<file path="config.mk">
export PLATFORM = sky130hd
export DESIGN_NAME = screen_addr_gen
export DESIGN_NICKNAME = d
export VERILOG_FILES = /design/src/rtl/game_pkg.sv /design/src/rtl/screen_addr_gen_delay_line.sv /design/src/rtl/screen_addr_gen.sv
export SDC_FILE = /design/constraint.sdc
export NUM_CORES = 1
export LEC_CHECK = 0
export ABC_AREA = 1
export ABC_CLOCK_PERIOD_IN_PS = 1200
export BUFFER_PORTS_ARGS = -buffer_cell sky130_fd_sc_hd__buf_2
export CORE_ASPECT_RATIO = 1.4
export CORE_MARGIN = 3
export CORE_UTILIZATION = 53
export CTS_CLUSTER_SIZE = 10
export DETAILED_ROUTE_END_ITERATION = 8
export GPL_ROUTABILITY_DRIVEN = 0
export MAX_ROUTING_LAYER = met4
export PLACE_DENSITY = 0.89
export SYNTH_ARGS = -nofsm -noshare
export SYNTH_HDL_FRONTEND = slang
export SYNTH_HIERARCHICAL = 1
export SYNTH_SLANG_ARGS = --single-unit
</file>
<file path="constraint.sdc">
create_clock -name clk -period 1.2 [get_ports clk]
set_clock_uncertainty 0.05 [all_clocks]
set_input_delay 0.24 -clock clk [delete_from_list [all_inputs] [get_ports clk]]
set_output_delay 0.24 -clock clk [all_outputs]
set_load 0.02 [all_outputs]
</file>
<file path="src/rtl/game_pkg.sv">
// Shared screen constants, the VGA timing bundle and the pixel address map.
// SCREEN_HALFRES_EN selects the 512x384 map (each stored pixel shown 2x2).
package game_pkg;

  localparam logic [10:0] H_ACTIVE      = 11'd1024;
  localparam logic [10:0] V_ACTIVE      = 11'd768;
  localparam int          SCREEN_ADDR_W = 20;

  typedef struct packed {
    logic [10:0] hcount;
    logic [10:0] vcount;
    logic        hsync;
    logic        vsync;
    logic        hblnk;
    logic        vblnk;
  } vga_tim_t;

  // Row-major layout built by concatenation, so no multiplier is needed.
  function automatic logic [SCREEN_ADDR_W-1:0] pixel_addr(input logic [9:0] h,
                                                          input logic [9:0] v);
`ifdef SCREEN_HALFRES_EN
    return {2'b00, v[9:1], h[9:1]};
`else
    return {v, h};
`endif
  endfunction

endpackage

</file>
<file path="src/rtl/screen_addr_gen_delay_line.sv">
// Fixed-depth shift register with synchronous clear; carries the timing bundle.
module delay_line #(
  parameter int WIDTH = 1,
  parameter int DEPTH = 1
) (
  input  logic             clk,
  input  logic             rst,
  input  logic [WIDTH-1:0] d,
  output logic [WIDTH-1:0] q
);

  logic [WIDTH-1:0] stage [DEPTH];

  always_ff @(posedge clk) begin
    if (rst) begin
      for (int i = 0; i < DEPTH; i++) stage[i] <= '0;
    end else begin
      stage[0] <= d;
      for (int i = 1; i < DEPTH; i++) stage[i] <= stage[i-1];
    end
  end

  assign q = stage[DEPTH-1];

endmodule

</file>
<file path="src/rtl/screen_addr_gen.sv">
// VGA counters -> screen_selector pixel address, with timing re-aligned to the returned pixel.
// Build option: SCREEN_HALFRES_EN (512x384 stored images, 2x2 pixel replication).
module screen_addr_gen
  import game_pkg::*;
#(
  parameter int SEL_LAT = 2
) (
  input  logic                     clk,
  input  logic                     rst,
  input  logic [10:0]              hcount_in,
  input  logic [10:0]              vcount_in,
  input  logic                     hsync_in,
  input  logic                     vsync_in,
  input  logic                     hblnk_in,
  input  logic                     vblnk_in,
  output logic [SCREEN_ADDR_W-1:0] addr_out,
  input  logic [11:0]              rgb_in,
  output logic [10:0]              hcount_out,
  output logic [10:0]              vcount_out,
  output logic                     hsync_out,
  output logic                     vsync_out,
  output logic                     hblnk_out,
  output logic                     vblnk_out,
  output logic [11:0]              rgb_out,
  output logic                     frame_start
);

  localparam int TIM_W = $bits(vga_tim_t);

  logic           visible;
  vga_tim_t       tim_in;
  vga_tim_t       tim_d;
  logic           visible_d;
  logic           blank_d;
  logic [TIM_W:0] dly_q;

  assign visible = (hcount_in < H_ACTIVE) && (vcount_in < V_ACTIVE);

  assign tim_in = '{hcount: hcount_in, vcount: vcount_in, hsync: hsync_in,
                    vsync: vsync_in, hblnk: hblnk_in, vblnk: vblnk_in};

  always_ff @(posedge clk) begin
    if (rst) begin
      addr_out <= '0;
    end else if (visible) begin
      addr_out <= pixel_addr(hcount_in[9:0], vcount_in[9:0]);
    end else begin
      addr_out <= '0;
    end
  end

  // One extra stage covers the address register in front of the selector latency.
  delay_line #(
    .WIDTH (TIM_W + 1),
    .DEPTH (SEL_LAT + 1)
  ) u_tim_dly (
    .clk (clk),
    .rst (rst),
    .d   ({visible, tim_in}),
    .q   (dly_q)
  );

  assign {visible_d, tim_d} = dly_q;
  assign blank_d = tim_d.hblnk | tim_d.vblnk;

  // Gating on the delayed visible flag keeps rgb_out black while the pipeline refills.
  always_ff @(posedge clk) begin
    if (rst) begin
      hcount_out  <= '0;
      vcount_out  <= '0;
      hsync_out   <= 1'b0;
      vsync_out   <= 1'b0;
      hblnk_out   <= 1'b0;
      vblnk_out   <= 1'b0;
      rgb_out     <= '0;
      frame_start <= 1'b0;
    end else begin
      hcount_out  <= tim_d.hcount;
      vcount_out  <= tim_d.vcount;
      hsync_out   <= tim_d.hsync;
      vsync_out   <= tim_d.vsync;
      hblnk_out   <= tim_d.hblnk;
      vblnk_out   <= tim_d.vblnk;
      rgb_out     <= (blank_d || !visible_d) ? 12'h000 : rgb_in;
      frame_start <= visible_d && !blank_d &&
                     (tim_d.hcount == 11'd0) && (tim_d.vcount == 11'd0);
    end
  end

endmodule
</file>
== Word level (Yosys, flattened, before mapping) ==
Memory sizes are Yosys's and may differ from the RTL's.
Index checks and enable logic that the tools add are counted.

* Flip-flop bits (word level): 59
* Word-level logic and storage cells: 34
* Input port bits: 40
* Memories: 1
* Bits in writable memories: 81
* Output and inout bits: 59

* Mux-type cells: 6
* Order comparisons: 2
* Bitwise operators: 5
* Reduce and logical (&&, ||, !) cells: 11

{| class="wikitable"
|+ Memory list
! name !! words !! bits a word !! rd ports !! clocked after Yosys merged registers in !! write ports !! line !! RTL
|-
| u_tim_dly.stage || 3 || 27 || 3 || 0 || 3 || screen_addr_gen_delay_line.sv:12 || <nowiki>logic [WIDTH-1:0] stage [DEPTH];</nowiki>
|}

{| class="wikitable"
|+ Operators with widths
! cell !! number
|-
| $mux 27 || 3
|-
| $logic_not 11->1 || 2
|-
| $lt 11x10->1 const B || 1
|-
| $lt 11x11->1 const B || 1
|-
| $logic_and 1x1->1 || 4
|-
| $or 1x1->1 || 4
|-
| $reduce_or 2->1 || 2
|-
| $mux 1 || 3
|-
| $logic_not 1->1 || 2
|-
| $logic_or 1x1->1 || 1
|-
| $not 1->1 || 1
|}

== Depth between registers and ports, before layout ==
Gate-level depths: netlist (run 1).

* Depth in word-level cells: 5
* Gate-level depth with buffers: 7
* Gate-level depth less buffers: 5

== By module ==
Netlist (run 1), hierarchy kept.

{| class="wikitable"
|+ Modules (own cells, without submodules)
! module !! seq. area each (um^2) !! cells an instance !! times used !! area an instance (um^2)
|-
| delay_line || 1621.6 || 279 || 1 || 2533.7
|-
| screen_addr_gen || 1181.1 || 211 || 1 || 1904.3
|}

== Worst setup path before layout (run 1) ==
Ideal clock, no wire load.

* Path kind: reg2reg
* From: memory u_tim_dly/stage[0][55] (netlist bit)
* To: register rgb_out[10]
* Buffers on the path: 2
* Path slack: 0.207 ns
* Period minus slack after synthesis: 0.993 ns
* Arrival time: 0.881 ns
* Library setup time: 0.062 ns
* Cell stages (with the launch flop): 8
* Cells stage by stage: dfxtp_1 > buf_4 > inv_1 > nand3_2 > nor2_4 > inv_2 > buf_6 > nor2_2

{| class="wikitable"
|+ RTL lines
! item !! line !! RTL
|-
| start, declared || screen_addr_gen_delay_line.sv:12 ||
|-
| end signal, assigned || screen_addr_gen.sv:84 || <nowiki>rgb_out <= (blank_d || !visible_d) ? 12'h000 : rgb_in;</nowiki>
|-
| end, declared || screen_addr_gen.sv:24 || <nowiki>output logic [11:0] rgb_out,</nowiki>
|}

== Worst setup path after layout (run 1) ==
* From: register addr_out[0]
* To: output addr_out[0]

{| class="wikitable"
|+ RTL lines
! item !! line !! RTL
|-
| start, declared || screen_addr_gen.sv:16 || <nowiki>output logic [SCREEN_ADDR_W-1:0] addr_out,</nowiki>
|-
| start signal, assigned || screen_addr_gen.sv:46 || <nowiki>addr_out <= pixel_addr(hcount_in[9:0], vcount_in[9:0]);</nowiki>
|}

No word-level cell between the ends.

==> impl_results.md, run 1 <==
- Clock Latency Late Sink: 0.51 ns
- Die width: 83.3 µm
- Achievable Freq: 793 MHz
- Detailed-route DRC error count: 0
- Compound-Gate Fraction of Synth Area: 0.113%
- Worst Max-Slew Pin Slew: 0.329 ns
- Largest family of logic cells by synthesized area: buffers and inverters
- RSZ-0062 raised after global routing: yes
- Vias in the first global route: 2921
- Inserted Diodes: 0
- Clk slew on worst S/H paths: 0.06 ns
- Max VDD drop: 1.30 mV
- Final Hold Viols: 0
- Outcome: finished, violations left
- # fillers: 524
- Hold Crit Start: u_tim_dly/stage[0][7]
- Crit path capture type: output port
- Simple-gate share of the synthesized area: 16.2%
- Cell Pwr Density: 1730 nW/µm²
- Via count: 2826
- Starting Density: 55.9%
- Remaining antenna violation count: 0
- Grt ovf: 0
- CP max stage delay: 0.34 ns
- Hold Crit Class: flop to flop
- RR Endpoint: rgb_out[0]
- Failing checks: setup timing
- Share of cells above drive strength 1: 36.7%
- Number of synthesized register bits: 140
- Final hold slack: 0.346 ns
- Critical Path Sink: addr_out[0]
- WL final: 7760 µm
- Fin worst setup slack: -0.0612 ns
- Largest net degree at the start of global routing: 37
- Static leakage: 2.98 nW
- Clock root cell: clkbuf_8
- Max Cap Violations: 0
- Crit path cell chain: buf_6
- Setup crit start: addr_out[0]
- Main area contributors after synthesis: dfxtp_1 63%, inv_1 12%, nor2_1 10%
- CTS H-Tree Depth: 4
- Setup slack, reg-to-reg: 0.22 ns
- Cell accounting for the most synthesized area: dfxtp_1
- Worst Path Buf+Inv: 1
- DR pass1 iterations: 4
- Critical Path Source Type: flop
- Chip height: 114 µm
- DP HPWL: 4330 µm
- Xor-xnor portion of the synthesized cell area: 0%
- DP Cell Count: 650
- Clk buf depth: 2
- Worst EP required: 0.91 ns
- R2r startpoint: u_tim_dly/stage[0][55]
- Post-synthesis mux area share: 0%
- Crit path depth: 1
- Arr. time, crit path: 0.97 ns
- Top cell type's share of synthesized area: 63.2%
- Area share of fa/ha/maj cells after synthesis: 0%
- Crit-path leading delay family: flip-flops
- Max Slew Vio Count: 0
- Num CTS Buffers: 17
- Final Power: 10.7 mW
- Initial antenna violation count: 0
- Boundary Pins: 99
- Layout Cells excl Fill: 721
- Post-synthesis cell type count: 14
- Area Growth Syn to Fin: 39.1%
- Die area: 9520 µm²
- Cell Rows: 38
- CTS tree: built
- Vias per inst: 3.92
- Worst setup path class: flop to output port
- Finished Core Util: 77.7%
- Crit Path Max Fanout: 1
- Sequential share of the synthesized area: 63.2%
- Clock Sink Count: 140
- NumNets Final: 648
- Initial DRC Count: 93
- Syn_area_per_cell: 9.06 µm²
- Post-CTS setup buffers: 0
- Final setup violation count: 59
- Final period util: 105%
- Core region area: 7940 µm²
- DR WL/cell: 10.8 µm
- Reg2Reg Depth: 5
- Total track usage: 18.3%
- I/O Buffers: 98
- Mapped Nets: 530
- Slew margin rel.: 78.0%
- Fin crit period: 1.26 ns
- Post-synthesis cell count: 490
- First-pass GRT wire length: 13000 µm
- Cell Area, Synth: 4440 µm²
- CP max-delay cell: dfxtp_2
- Warnings from Yosys: 6
- Place WS: 0.0627 ns
cells by family after synthesis:
group                  count (synthesis)
AOI/OAI and AO/OA                      1
DFF                                  140
and+or+nand+nor                      165
buffers and inverters                184
cells in the final DEF, fill, tap and decap left out, types with 4 or more instances in the layout:
master	Yosys	routed
buf_2	2	38
buf_4	27	5
buf_6	11	59
bufinv_16	0	4
clkbuf_16	0	16
dfxtp_1	140	81
dfxtp_2	0	59
dlygate4sd3_1	0	39
inv_1	140	140
nand2_1	8	8
nor2_1	124	124
nor2_2	29	29
synth_stat cells, drive strengths merged:
| library cell | n |
|---|---|
| nor2 | 155 |
| inv | 142 |
| dfxtp | 140 |
| buf | 42 |
| nand2 | 9 |
| nand3 | 1 |
| o21ai | 1 |
worst min-delay path by stage:
stage                              to  slack (ns)  depth (start not counted)
6_report       u_tim_dly/stage[0][34]        0.35                          2
5_1_grt        u_tim_dly/stage[0][47]        0.36                          2
4_1_cts                     vsync_out        0.35                          2
3_5_place_dp   u_tim_dly/stage[0][56]        0.34                          2
3_3_place_gp   u_tim_dly/stage[0][73]        0.34                          2
2_1_floorplan   u_tim_dly/stage[0][0]        0.30                          2
worst register-to-register path, delay by kind of cell, from the launching register on:
family / cells / cell delay (ns)
and+or+nand+nor: 3 / 0.21
buffers and inverters: 2 / 0.30
DFF: 1 / 0.31
where the power goes:
group | total (mW) | internal, mW | switching (mW)
Combinational | 0.549 | 0.269 | 0.280
Sequential | 4.84 | 4.80 | 0.0460
Clock | 5.27 | 3.43 | 1.85
Total | 10.7 | 8.49 | 2.17
layout make-up:
class / instances / area (µm²) / area share, %
sequential: 140 / 2880 / 46.6
timing repair buffer: 141 / 1280 / 20.8
multi-input combinational: 166 / 734 / 11.9
inverter: 142 / 533 / 8.64
clock buffer: 18 / 428 / 6.93
clock inverter: 14 / 193 / 3.12
tap: 100 / 125 / 2.03
registers in the layout, indices dropped and copies added, names as in the netlist:
register         count
rgb_out             12
hcount_out          11
vblnk_out            1
hsync_out            1
vsync_out            1
hblnk_out            1
addr_out            20
vcount_out          11
frame_start          1
u_tim_dly/stage     81
timing repair:
item                                    4_1_cts  5_1_grt
endpoints found under the hold margin        59        0
hold buffers                                 39        0
endpoints found under the setup margin       59       64
resized for setup                           176        2
metal layers:
layer	wire (µm)	track usage, %
met1	3030	17.2
met2	4200	33.8
met3	392	5.69
met4	136	8.83
met5	0	-
through the flow:
| step | TNS [ns] | area (µm²) |
|---|---|---|
| global placement | 0 | 4710 |
| global route | -4.45 | 6170 |
| floorplan | 0 | 4440 |
| detailed placement | 0 | 4710 |
| CTS | -4.19 | 6160 |
| finish | -2.09 | 6170 |
No activity file was read; power rests on OpenSTA's default activity.
==> run 2: changes to the inputs <==
MAX_ROUTING_LAYER = not set   (was met4)
==> run 2 against run 1 <==
The run still ends with setup timing left. First-iteration DRC count down 15%. Power about the same. Combinational power about the same. Via count down 0.46%. Count of clock-buffer cells in the layout unchanged. Sequential share of layout area unchanged. Global-route usage down 0.53 points. Final area unchanged. Critical endpoint unchanged. Largest cell class unchanged. Largest power group unchanged.
==> impl_results.md, run 2 (synthesis gave the netlist of run 1 again) <==
- Outcome: finished, violations left (unchanged)
- Failing checks: setup timing (unchanged)
- Max VDD drop: 1.30 mV (about the same)
- Share of cells above drive strength 1: 36.7% (unchanged)
- Boundary Pins: 99 (unchanged)
- Finished Core Util: 77.7% (unchanged)
- Crit path depth: 1 (unchanged)
- Achievable Freq: 792 MHz (was 793 MHz)
- Slew margin rel.: 78.1% (was 78.0%)
- Max FFs per register: 81 (unchanged)
- DR pass1 iterations: 4 (unchanged)
- Top reg by flops: u_tim_dly/stage (unchanged)
- Worst Path Buf+Inv: 1 (unchanged)
- Multi-input gate area: 734 µm² (unchanged)
- DP HPWL: 4330 µm (unchanged)
- Hold Path Stages: 2 (unchanged)
- Largest net degree at the start of global routing: 37 (unchanged)
- Clk buf depth: 2 (unchanged)
- Detailed-route DRC error count: 0 (unchanged)
- First-pass GRT wire length: 13000 µm (unchanged)
- Worst setup path class: flop to output port (unchanged)
- Post-CTS setup buffers: 0 (unchanged)
- Clk slew on worst S/H paths: 0.06 ns (about the same)
- Inserted Diodes: 0 (unchanged)
- Total track usage: 17.8% (was 18.3%)
- I/O Buffers: 98 (unchanged)
- Cell Rows: 38 (unchanged)
- Via count: 2813 (was 2826)
- NumNets Final: 648 (unchanged)
- Remaining antenna violation count: 0 (unchanged)
- Arr. time, crit path: 0.97 ns (about the same)
- Final setup violation count: 59 (unchanged)
- Die area: 9520 µm² (unchanged)
- Initial antenna violation count: 0 (unchanged)
- Worst Max-Slew Pin Slew: 0.329 ns (about the same)
- CP max stage delay: 0.34 ns (about the same)
- WL final: 7760 µm (about the same)
- Fin worst setup slack: -0.0632 ns (was -0.0612 ns)
- Crit-path leading delay family: flip-flops (unchanged)
- Num CTS Buffers: 17 (unchanged)
- Die width: 83.3 µm (unchanged)
- Final hold slack: 0.346 ns (about the same)
- Clock Latency Late Sink: 0.51 ns (about the same)
- Vias per inst: 3.90 (was 3.92)
- DR WL/cell: 10.8 µm (about the same)
- Crit path cell chain: buf_6 (unchanged)
- Commonest non-fill, non-tap cell in the layout: inv_1 (unchanged)
- Worst EP required: 0.91 ns (about the same)
- Initial DRC Count: 79 (was 93)
- CP max-delay cell: dfxtp_2 (unchanged)
- Crit path capture type: output port (unchanged)
- CTS H-Tree Depth: 4 (unchanged)
- Cell Pwr Density: 1730 nW/µm² (about the same)
- Chip height: 114 µm (unchanged)
- Clock root cell: clkbuf_8 (unchanged)
- FF+latch area: 2880 µm² (unchanged)
- Core region area: 7940 µm² (unchanged)
- Clock Sink Count: 140 (unchanged)
- Final Hold Viols: 0 (unchanged)
- Max Cap Violations: 0 (unchanged)
- # fillers: 524 (unchanged)
- RSZ-0062 raised after global routing: yes (unchanged)
- CTS tree: built (unchanged)
- Reg2Reg Depth: 5 (unchanged)
- Fin crit period: 1.26 ns (about the same)
- Max Slew Vio Count: 0 (unchanged)
- Area Growth Syn to Fin: 39.1% (unchanged)
- Largest regs: u_tim_dly/stage x81, addr_out x20, rgb_out x12 (unchanged)
- Static leakage: 2.98 nW (unchanged)
- Vias in the first global route: 2919 (was 2921)
- Starting Density: 55.9% (unchanged)
- Final period util: 105% (about the same)
- Hold Crit Class: flop to flop (unchanged)
- Crit Path Max Fanout: 1 (unchanged)
- Grt ovf: 0 (unchanged)
- Critical Path Source Type: flop (unchanged)
- Commonest non-fill, non-tap cells in the layout: 140 x inv_1, 124 x nor2_1, 81 x dfxtp_1 (unchanged)
[run 2: cell counts in the layout (fill, tap and decap cells not counted)]
Identical to the previous run, type by type.
[run 2: path summary, 6_finish.rpt]
kind                          startpoint                endpoint  slack (ns)
hold / removal     u_tim_dly/stage[0][7]  u_tim_dly/stage[0][34]        0.35
setup / recovery             addr_out[0]             addr_out[0]       -0.06
setup reg to reg  u_tim_dly/stage[0][55]              rgb_out[0]        0.22
hold reg to reg    u_tim_dly/stage[0][7]  u_tim_dly/stage[0][34]        0.35
[run 2: timing repair]
item / 4_1_cts / 5_1_grt
hold buffers: 39 / 0
hold endpoints to repair: 59 / 0
endpoints found under the setup margin: 59 / 65
gates resized for setup: 176 / 2
[run 2: final cells by class]
type	instances	share of cell area (%)
Tap cell	100	2.03
Clock buffer	18	6.93
Timing Repair Buffer	141	20.8
Inverter	142	8.64
Sequential cell	140	46.6
Multi-Input combinational cell	166	11.9
Clock inverter	14	3.12
[run 2: through the flow]
| stage | cell area, µm² | setup slack, ns | setup TNS (ns) | total power, mW | std cells |
|---|---|---|---|---|---|
| floorplan | 4440 | 0.207 | 0 | 5.25 | 490 |
| global route | 6170 | -0.112 | -4.36 | 11.1 | 721 |
| CTS | 6160 | -0.0860 | -4.19 | 10.8 | 721 |
| global placement | 4710 | 0.123 | 0 | 5.31 | 650 |
| detailed placement | 4710 | 0.0627 | 0 | 5.33 | 650 |
| finish | 6170 | -0.0632 | -2.19 | 10.7 | 721 |
[run 2: where the power goes]
group	internal [mW]	leakage [nW]	switching, mW
combinational	0.269	1.51	0.280
clock	3.43	0.297	1.85
sequential	4.80	1.17	0.0462
total	8.49	2.98	2.18
[run 2: layer usage]
| layer | vias to the layer above | share of wire [%] | track usage (%) |
|---|---|---|---|
| met5 | - | 0 | 0 |
| met4 | 0 | 1.8 | 9.49 |
| met3 | 12 | 5.2 | 5.40 |
| met2 | 83 | 54 | 33.8 |
| met1 | 1181 | 39 | 17.1 |
| li1 | 1537 | - | - |
